**config.mk**
```make
export PLATFORM = sky130hd
export DESIGN_NAME = alu_issue_queue_flat
export DESIGN_NICKNAME = d
export VERILOG_FILES = /design/src/rtl/alu_issue_queue_if.sv /design/src/rtl/alu_issue_queue.sv /design/src/flat_wrapper.sv
export SDC_FILE = /design/constraint.sdc
export NUM_CORES = 2
export LEC_CHECK = 0
export BUFFER_PORTS_ARGS = -buffer_cell sky130_fd_sc_hd__buf_2
export CAP_MARGIN = 0
export CORE_MARGIN = 3
export CORE_UTILIZATION = 25
export DETAILED_ROUTE_END_ITERATION = 8
export PLACE_DENSITY = 0.41
export SLEW_MARGIN = 20
export SYNTH_ARGS = -nofsm -noshare
export SYNTH_HDL_FRONTEND = slang
export SYNTH_SLANG_ARGS = --single-unit
```
**constraint.sdc**
```tcl
create_clock -name clk -period 8.25 [get_ports clk]
set_input_delay 1.65 -clock clk [delete_from_list [all_inputs] [get_ports clk]]
set_output_delay 1.65 -clock clk [all_outputs]
set_load 0.1 [all_outputs]
```
**src/rtl/alu_issue_queue_if.sv**
```systemverilog
// Bundle between dispatch/wake/ALU and the ALU issue queue.
// The queue attaches through the slave modport; its environment uses master.
interface alu_issue_queue_if #(
    parameter int DEPTH     = 8,
    parameter int TAG_W     = 6,
    parameter int PAYLOAD_W = 32
);
    localparam int CNT_W = $clog2(DEPTH) + 1;

    logic                 flush;
    logic                 Stall;

    logic                 In1_valid,    In2_valid;
    logic [TAG_W-1:0]     In1_Src1,     In1_Src2,     In2_Src1,     In2_Src2;
    logic                 In1_Src1_Rdy, In1_Src2_Rdy, In2_Src1_Rdy, In2_Src2_Rdy;
    logic [TAG_W-1:0]     In1_Phydst,   In2_Phydst;
    logic [PAYLOAD_W-1:0] In1_Payload,  In2_Payload;

    logic                 ALU0_wake,   ALU1_wake,   BU_wake,   DU_wake;
    logic [TAG_W-1:0]     ALU0_Phydst, ALU1_Phydst, BU_Phydst, DU_Phydst;

    logic                 Full;
    logic [CNT_W-1:0]     Count;

    logic                 Issue_valid;
    logic                 Issue_ready;
    logic [TAG_W-1:0]     Issue_Src1, Issue_Src2, Issue_Phydst;
    logic [PAYLOAD_W-1:0] Issue_Payload;

    modport master (
        output flush, Stall,
               In1_valid, In2_valid,
               In1_Src1, In1_Src2, In2_Src1, In2_Src2,
               In1_Src1_Rdy, In1_Src2_Rdy, In2_Src1_Rdy, In2_Src2_Rdy,
               In1_Phydst, In2_Phydst, In1_Payload, In2_Payload,
               ALU0_wake, ALU1_wake, BU_wake, DU_wake,
               ALU0_Phydst, ALU1_Phydst, BU_Phydst, DU_Phydst,
               Issue_ready,
        input  Full, Count,
               Issue_valid, Issue_Src1, Issue_Src2, Issue_Phydst, Issue_Payload
    );

    modport slave (
        input  flush, Stall,
               In1_valid, In2_valid,
               In1_Src1, In1_Src2, In2_Src1, In2_Src2,
               In1_Src1_Rdy, In1_Src2_Rdy, In2_Src1_Rdy, In2_Src2_Rdy,
               In1_Phydst, In2_Phydst, In1_Payload, In2_Payload,
               ALU0_wake, ALU1_wake, BU_wake, DU_wake,
               ALU0_Phydst, ALU1_Phydst, BU_Phydst, DU_Phydst,
               Issue_ready,
        output Full, Count,
               Issue_valid, Issue_Src1, Issue_Src2, Issue_Phydst, Issue_Payload
    );
endinterface

```
**src/rtl/alu_issue_queue.sv**
```systemverilog
// Compacting, age-ordered issue queue for one ALU pipe: index 0 is the oldest
// entry, the oldest fully-ready entry is offered to the ALU every cycle.
module alu_issue_queue #(
    parameter int DEPTH     = 8,
    parameter int TAG_W     = 6,
    parameter int PAYLOAD_W = 32
) (
    input logic               clk,
    input logic               rst,
    alu_issue_queue_if.slave  q
);
    localparam int CNT_W = $clog2(DEPTH) + 1;
    localparam int IDX_W = (DEPTH > 1) ? $clog2(DEPTH) : 1;

    typedef struct packed {
        logic                 valid;
        logic [TAG_W-1:0]     src1;
        logic [TAG_W-1:0]     src2;
        logic                 rdy1;
        logic                 rdy2;
        logic [TAG_W-1:0]     phydst;
        logic [PAYLOAD_W-1:0] payload;
    } entry_t;

    entry_t           entry_q [DEPTH];
    entry_t           entry_d [DEPTH];
    entry_t           ext     [DEPTH+1];
    logic [CNT_W-1:0] count_q, count_d;
    logic             full_q,  full_d;

    logic [3:0]         wake_v;
    logic [4*TAG_W-1:0] wake_tags;

    logic             sel_found;
    logic [IDX_W-1:0] sel_idx;
    entry_t           sel_entry;
    logic             issue_valid;
    logic             do_issue;
    logic             accept1, accept2;
    logic [CNT_W-1:0] count_after, slot1, slot2;
    entry_t           new1, new2, cur;

    assign wake_v    = {q.DU_wake, q.BU_wake, q.ALU1_wake, q.ALU0_wake};
    assign wake_tags = {q.DU_Phydst, q.BU_Phydst, q.ALU1_Phydst, q.ALU0_Phydst};

    function automatic logic wake_hit(input logic [TAG_W-1:0]   tag,
                                      input logic [3:0]         v,
                                      input logic [4*TAG_W-1:0] tags);
        logic hit;
        hit = 1'b0;
        for (int b = 0; b < 4; b++) begin
            if (v[b] && (tags[b*TAG_W +: TAG_W] == tag)) hit = 1'b1;
        end
        return hit;
    endfunction

    // Oldest-first select; scanning downward leaves the lowest ready index.
    always_comb begin
        sel_found = 1'b0;
        sel_idx   = '0;
        for (int i = DEPTH-1; i >= 0; i--) begin
            if (entry_q[i].valid && entry_q[i].rdy1 && entry_q[i].rdy2) begin
                sel_found = 1'b1;
                sel_idx   = IDX_W'(i);
            end
        end
        sel_entry   = entry_q[sel_idx];
        issue_valid = sel_found && !q.flush;
    end

    assign q.Issue_valid   = issue_valid;
    assign q.Issue_Src1    = issue_valid ? sel_entry.src1    : '0;
    assign q.Issue_Src2    = issue_valid ? sel_entry.src2    : '0;
    assign q.Issue_Phydst  = issue_valid ? sel_entry.phydst  : '0;
    assign q.Issue_Payload = issue_valid ? sel_entry.payload : '0;
    assign q.Count         = count_q;
    assign q.Full          = full_q;

    always_comb begin
        do_issue = issue_valid && q.Issue_ready;
        accept1  = q.In1_valid && !q.Stall && !full_q && !q.flush && !rst;
        accept2  = q.In2_valid && !q.Stall && !full_q && !q.flush && !rst;

        for (int i = 0; i < DEPTH; i++) ext[i] = entry_q[i];
        ext[DEPTH] = '0;

        // Close the gap left by the issued entry, then apply this edge's wakeups.
        for (int i = 0; i < DEPTH; i++) begin
            if (do_issue && (IDX_W'(i) >= sel_idx)) cur = ext[i+1];
            else                                    cur = ext[i];
            if (cur.valid) begin
                cur.rdy1 = cur.rdy1 | wake_hit(cur.src1, wake_v, wake_tags);
                cur.rdy2 = cur.rdy2 | wake_hit(cur.src2, wake_v, wake_tags);
            end
            entry_d[i] = cur;
        end

        new1.valid   = 1'b1;
        new1.src1    = q.In1_Src1;
        new1.src2    = q.In1_Src2;
        new1.rdy1    = q.In1_Src1_Rdy || (q.In1_Src1 == '0) || wake_hit(q.In1_Src1, wake_v, wake_tags);
        new1.rdy2    = q.In1_Src2_Rdy || (q.In1_Src2 == '0) || wake_hit(q.In1_Src2, wake_v, wake_tags);
        new1.phydst  = q.In1_Phydst;
        new1.payload = q.In1_Payload;

        new2.valid   = 1'b1;
        new2.src1    = q.In2_Src1;
        new2.src2    = q.In2_Src2;
        new2.rdy1    = q.In2_Src1_Rdy || (q.In2_Src1 == '0) || wake_hit(q.In2_Src1, wake_v, wake_tags);
        new2.rdy2    = q.In2_Src2_Rdy || (q.In2_Src2 == '0) || wake_hit(q.In2_Src2, wake_v, wake_tags);
        new2.phydst  = q.In2_Phydst;
        new2.payload = q.In2_Payload;

        // Appends land behind the post-issue tail, In1 ahead of In2.
        count_after = count_q - CNT_W'(do_issue);
        slot1       = count_after;
        slot2       = count_after + CNT_W'(accept1);
        for (int i = 0; i < DEPTH; i++) begin
            if (accept1 && (CNT_W'(i) == slot1)) entry_d[i] = new1;
            if (accept2 && (CNT_W'(i) == slot2)) entry_d[i] = new2;
        end
        count_d = count_after + CNT_W'(accept1) + CNT_W'(accept2);

        if (q.flush) begin
            for (int i = 0; i < DEPTH; i++) entry_d[i] = '0;
            count_d = '0;
        end
        full_d = (count_d > CNT_W'(DEPTH-2));
    end

    always_ff @(posedge clk) begin
        if (rst) begin
            for (int i = 0; i < DEPTH; i++) entry_q[i] <= '0;
            count_q <= '0;
            full_q  <= 1'b0;
        end else begin
            for (int i = 0; i < DEPTH; i++) entry_q[i] <= entry_d[i];
            count_q <= count_d;
            full_q  <= full_d;
        end
    end
endmodule

```
**src/flat_wrapper.sv**
```systemverilog
// flat-port wrapper written by rule: the top's interface ports become plain ports
module alu_issue_queue_flat 
#(
    parameter int DEPTH     = 8,
    parameter int TAG_W     = 6,
    parameter int PAYLOAD_W = 32
)
  (clk, rst, q_flush, q_Stall, q_In1_valid, q_In2_valid, q_In1_Src1, q_In1_Src2, q_In2_Src1, q_In2_Src2, q_In1_Src1_Rdy, q_In1_Src2_Rdy, q_In2_Src1_Rdy, q_In2_Src2_Rdy, q_In1_Phydst, q_In2_Phydst, q_In1_Payload, q_In2_Payload, q_ALU0_wake, q_ALU1_wake, q_BU_wake, q_DU_wake, q_ALU0_Phydst, q_ALU1_Phydst, q_BU_Phydst, q_DU_Phydst, q_Issue_ready, q_Full, q_Count, q_Issue_valid, q_Issue_Src1, q_Issue_Src2, q_Issue_Phydst, q_Issue_Payload);
  alu_issue_queue_if #(.DEPTH(DEPTH), .TAG_W(TAG_W), .PAYLOAD_W(PAYLOAD_W)) q_i ();
  input logic clk;
  input logic rst;
  input wire logic [$bits(q_i.flush)-1:0] q_flush;
  input wire logic [$bits(q_i.Stall)-1:0] q_Stall;
  input wire logic [$bits(q_i.In1_valid)-1:0] q_In1_valid;
  input wire logic [$bits(q_i.In2_valid)-1:0] q_In2_valid;
  input wire logic [$bits(q_i.In1_Src1)-1:0] q_In1_Src1;
  input wire logic [$bits(q_i.In1_Src2)-1:0] q_In1_Src2;
  input wire logic [$bits(q_i.In2_Src1)-1:0] q_In2_Src1;
  input wire logic [$bits(q_i.In2_Src2)-1:0] q_In2_Src2;
  input wire logic [$bits(q_i.In1_Src1_Rdy)-1:0] q_In1_Src1_Rdy;
  input wire logic [$bits(q_i.In1_Src2_Rdy)-1:0] q_In1_Src2_Rdy;
  input wire logic [$bits(q_i.In2_Src1_Rdy)-1:0] q_In2_Src1_Rdy;
  input wire logic [$bits(q_i.In2_Src2_Rdy)-1:0] q_In2_Src2_Rdy;
  input wire logic [$bits(q_i.In1_Phydst)-1:0] q_In1_Phydst;
  input wire logic [$bits(q_i.In2_Phydst)-1:0] q_In2_Phydst;
  input wire logic [$bits(q_i.In1_Payload)-1:0] q_In1_Payload;
  input wire logic [$bits(q_i.In2_Payload)-1:0] q_In2_Payload;
  input wire logic [$bits(q_i.ALU0_wake)-1:0] q_ALU0_wake;
  input wire logic [$bits(q_i.ALU1_wake)-1:0] q_ALU1_wake;
  input wire logic [$bits(q_i.BU_wake)-1:0] q_BU_wake;
  input wire logic [$bits(q_i.DU_wake)-1:0] q_DU_wake;
  input wire logic [$bits(q_i.ALU0_Phydst)-1:0] q_ALU0_Phydst;
  input wire logic [$bits(q_i.ALU1_Phydst)-1:0] q_ALU1_Phydst;
  input wire logic [$bits(q_i.BU_Phydst)-1:0] q_BU_Phydst;
  input wire logic [$bits(q_i.DU_Phydst)-1:0] q_DU_Phydst;
  input wire logic [$bits(q_i.Issue_ready)-1:0] q_Issue_ready;
  output wire logic [$bits(q_i.Full)-1:0] q_Full;
  output wire logic [$bits(q_i.Count)-1:0] q_Count;
  output wire logic [$bits(q_i.Issue_valid)-1:0] q_Issue_valid;
  output wire logic [$bits(q_i.Issue_Src1)-1:0] q_Issue_Src1;
  output wire logic [$bits(q_i.Issue_Src2)-1:0] q_Issue_Src2;
  output wire logic [$bits(q_i.Issue_Phydst)-1:0] q_Issue_Phydst;
  output wire logic [$bits(q_i.Issue_Payload)-1:0] q_Issue_Payload;
  assign q_i.flush = q_flush;
  assign q_i.Stall = q_Stall;
  assign q_i.In1_valid = q_In1_valid;
  assign q_i.In2_valid = q_In2_valid;
  assign q_i.In1_Src1 = q_In1_Src1;
  assign q_i.In1_Src2 = q_In1_Src2;
  assign q_i.In2_Src1 = q_In2_Src1;
  assign q_i.In2_Src2 = q_In2_Src2;
  assign q_i.In1_Src1_Rdy = q_In1_Src1_Rdy;
  assign q_i.In1_Src2_Rdy = q_In1_Src2_Rdy;
  assign q_i.In2_Src1_Rdy = q_In2_Src1_Rdy;
  assign q_i.In2_Src2_Rdy = q_In2_Src2_Rdy;
  assign q_i.In1_Phydst = q_In1_Phydst;
  assign q_i.In2_Phydst = q_In2_Phydst;
  assign q_i.In1_Payload = q_In1_Payload;
  assign q_i.In2_Payload = q_In2_Payload;
  assign q_i.ALU0_wake = q_ALU0_wake;
  assign q_i.ALU1_wake = q_ALU1_wake;
  assign q_i.BU_wake = q_BU_wake;
  assign q_i.DU_wake = q_DU_wake;
  assign q_i.ALU0_Phydst = q_ALU0_Phydst;
  assign q_i.ALU1_Phydst = q_ALU1_Phydst;
  assign q_i.BU_Phydst = q_BU_Phydst;
  assign q_i.DU_Phydst = q_DU_Phydst;
  assign q_i.Issue_ready = q_Issue_ready;
  assign q_Full = q_i.Full;
  assign q_Count = q_i.Count;
  assign q_Issue_valid = q_i.Issue_valid;
  assign q_Issue_Src1 = q_i.Issue_Src1;
  assign q_Issue_Src2 = q_i.Issue_Src2;
  assign q_Issue_Phydst = q_i.Issue_Phydst;
  assign q_Issue_Payload = q_i.Issue_Payload;
  alu_issue_queue #(.DEPTH(DEPTH), .TAG_W(TAG_W), .PAYLOAD_W(PAYLOAD_W)) u_core (.clk(clk), .rst(rst), .q(q_i));
endmodule
```
==> out/results.ini <==
[clock_tree]
cts_setup_buffers=0
clock_path_buffers=3
clk_pin_slew_ns=0.06
cts_root_buf=clkbuf_16
post_cts_resized=0
cts_tree=built
h-tree-depth=2
cts_sinks=429
cts_buffers=57
clkLatencyLatePin_ns=0.71
cts_hold_buf=0

[timing]
worst_slew_pin_slew_ns=1.21
holdWs_ns=0.509
maxSlewHeadroom_pct=19.5
period_share_pct=82.4
finalClockSkew_ns=0.0711
rsz0062_at_grt=no
worst_slack_ns=1.45
slew_violations=0
layout_min_cycle_time_ns=6.80
hold_viol_final=0
setup_viol=0
fmax_mhz=147
fin_tns_setup_ns=0

[floorplanning]
coreArea_mm2=0.127
initial_core_util_pct=25.4
rows=130
ioPinCount=195
die_x_um=364
die-area_mm2=0.133
die_h_um=364

[power_and_ir_drop]
p_per_area_mw_per_mm2=150
switching_share_pct=28.5
leakagePower_nw=12.4
vdd_drop_max_v=0.000178
p_seq_share_pct=38.2
clkPwrFrac_pct=51.8
switching_power_mw=1.55
combPwrFrac_pct=10.0
totalPowerFinal_mw=5.44
intPower_mw=3.89

[synth]
syn_area_mm2=0.0321
async_flop_share_pct=0
synth_common_cells=nor2_1 (640), nand2_1 (499), dfxtp_1 (429)
synth_warnings=0
synthMostInstantiatedCell=nor2_1
ys_types=71
yosysSeqAreaShare_pct=26.8
ys_top_cells_by_area=dfxtp_1 (27%), xnor2_1 (8.6%), nor2_1 (7.5%)
syn_avg_cell_area_um2=6.83
synth_nets=4847
synth_edf_count=0
synth.top_cell.area_share_pct=26.8
ys_ff_latch=429
syn_inst=4702
synth_area_leader_cell=dfxtp_1
synthFlopType=dfxtp_1

[layout]
layout-drive-gt1-share_pct=10.5
finalInstanceArea_mm2=0.0363
syn_to_final_growth_pct=13.2
nNetsFinal=4670

[worst_setup_path]
crit_required_ns=6.60
r2r_slack_ns=1.97
reg2reg_depth=18
critPathSlowestCell=and2_4
crit_buf_inv=2
critPathTopFamily=compound AO/OA/AOI/OAI gates
cp_slowest_stage_delay_ns=0.83
path_max_fanout=52
rr_startpoint=u_core.entry_q[7][52]$_SDFF_PP0_
worstPathCellList=nand3_1, o211a_1, o21ai_2, and2_4, buf_4, nand2_1, a31oi_1, buf_2
cp-start-kind=register
r2r-end=u_core.entry_q[1][5]$_SDFFE_PP0P_
crit_type=reg2out
cp-startpoint=u_core.entry_q[7][52]$_SDFF_PP0_
cp_data_arrival_time_ns=5.15
critPathCaptureType=output pin

[place]
place_area_mm2=0.0343
place_congestion=0.910
hpwl_mm=111
portBuffers=194
pre_cts_ws_ns=1.12

[route]
topRoutingLayerUsed=met5
ant_nets=0
wl_met2_mm=79.8
post_drt_wl_per_cell_um=29.6
wl_met1_mm=79.2
drt_iter0_drc=4424
vias=37000
firstDrtPassIters=8
vias_per_cell=5.94
wl_met3_mm=17.7
drc=0
wl_mm=184

[hold_path]
min_from=u_core.entry_q[1][8]$_SDFFE_PP0P_
min_path_type=reg2reg
worstHoldPathCells=2
holdPathEnd=u_core.entry_q[0][8]$_SDFFE_PP0P_

[global_route]
antenna_found_initial=13
grt_use_total_pct=26.6
grt_pass1_vias=34400
grt.overflow.total=0
grt_max_degree=88
grt_pass1_wl_mm=261

[job]
drv_cap=0

[run_status]
status=finished, final reports clean

[final cells by class]
| class | count | area, um2 |
|---|---|---|
| Tap cell | 1650 | 2060 |
| Multi-Input combinational cell | 3710 | 21700 |
| Fill cell | 14000 | 90200 |
| Sequential cell | 429 | 8590 |
| Clock buffer | 82 | 1680 |
| Clock inverter | 25 | 379 |
| Antenna cell | 6 | 15.0 |
| Timing Repair Buffer | 287 | 1730 |
| Inverter | 40 | 150 |
[per-stage QoR]
step	instances	utilization [%]
finish	6229	28.7
global route	6224	28.7
CTS	6223	28.7
detailed placement	6116	27.1
global placement	6116	27.1
floorplan	4702	-
[worst register-to-register path, stage by stage, from the launching register on]
cell	delay [ns]
dfxtp_1	0.74
nand3_1	0.25
nand2_1	0.26
o31ai_4	0.11
inv_1	0.06
buf_4	0.40
ha_1	0.48
inv_1	0.11
ha_1	0.19
nand2b_1	0.08
mux2i_1	0.12
a32oi_1	0.21
xnor2_1	0.20
nor3_1	0.78
nand3_4	0.70
nand3_2	0.64
buf_4	0.53
nor2_1	0.11
nor3_1	0.19
[metal layers]
layer  track usage [%]  vias up
met2              41.0     2030
met1              36.4    18100
met5                 0        -
met4              9.75        8
met3              5.90      390
li1                  -    16400
[cell families after synthesis]
group	after synthesis	synth area share, %
buffers and inverters	563	6.78
muxes	89	3.14
AOI/OAI and AO/OA	1219	23.9
adders and majority gates	6	0.234
xor gates and xnor gates	447	12.2
and+or+nand+nor	1949	27.0
DFF	429	26.8
[placed cells by master (no fill, tap or decap), types with 34 or more instances in the layout]
cell	instances
a221oi_1	144
xnor2_1	315
nand3_1	268
nor4_1	71
nor3_1	306
o21ai_0	410
a31oi_1	70
a211oi_1	64
mux2i_1	67
clkbuf_16	57
buf_4	88
o22ai_1	76
inv_1	34
buf_2	194
nor2_1	632
nand2_1	495
o221ai_1	50
nand4_1	71
xor2_1	132
dfxtp_1	429
a21oi_1	261
o211ai_1	50
[power by group through the flow]
stage                     clock network, mW  registers, mW  logic (mW)
after global placement                    0           2.13       0.527
after detailed placement                  0           2.13       0.529
after global routing                   2.93           2.08       0.566
final                                  2.82           2.08       0.545
after floorplan                           0           2.13       0.295
after CTS                              2.86           2.08       0.530
[worst max-delay path by stage]
stage	to	slack, ns	cells after the start
final	q_Issue_Src2[3]	1.45	8
after CTS	q_Issue_Src2[3]	1.47	8
after global placement	u_core.entry_q[6][28]$_SDFFE_PP0P_	1.20	19
after global routing	u_core.entry_q[1][11]$_SDFFE_PP0P_	1.27	19
after floorplan	q_Issue_Payload[28]	1.91	4
after detailed placement	u_core.entry_q[1][5]$_SDFFE_PP0P_	1.12	19
[sequential cells by signal (all words and copies together), names as in the netlist]
register        flops
u_core.q.Full       1
u_core.q.Count      4
u_core.entry_q    424
Power figures use the tool's default switching activity.
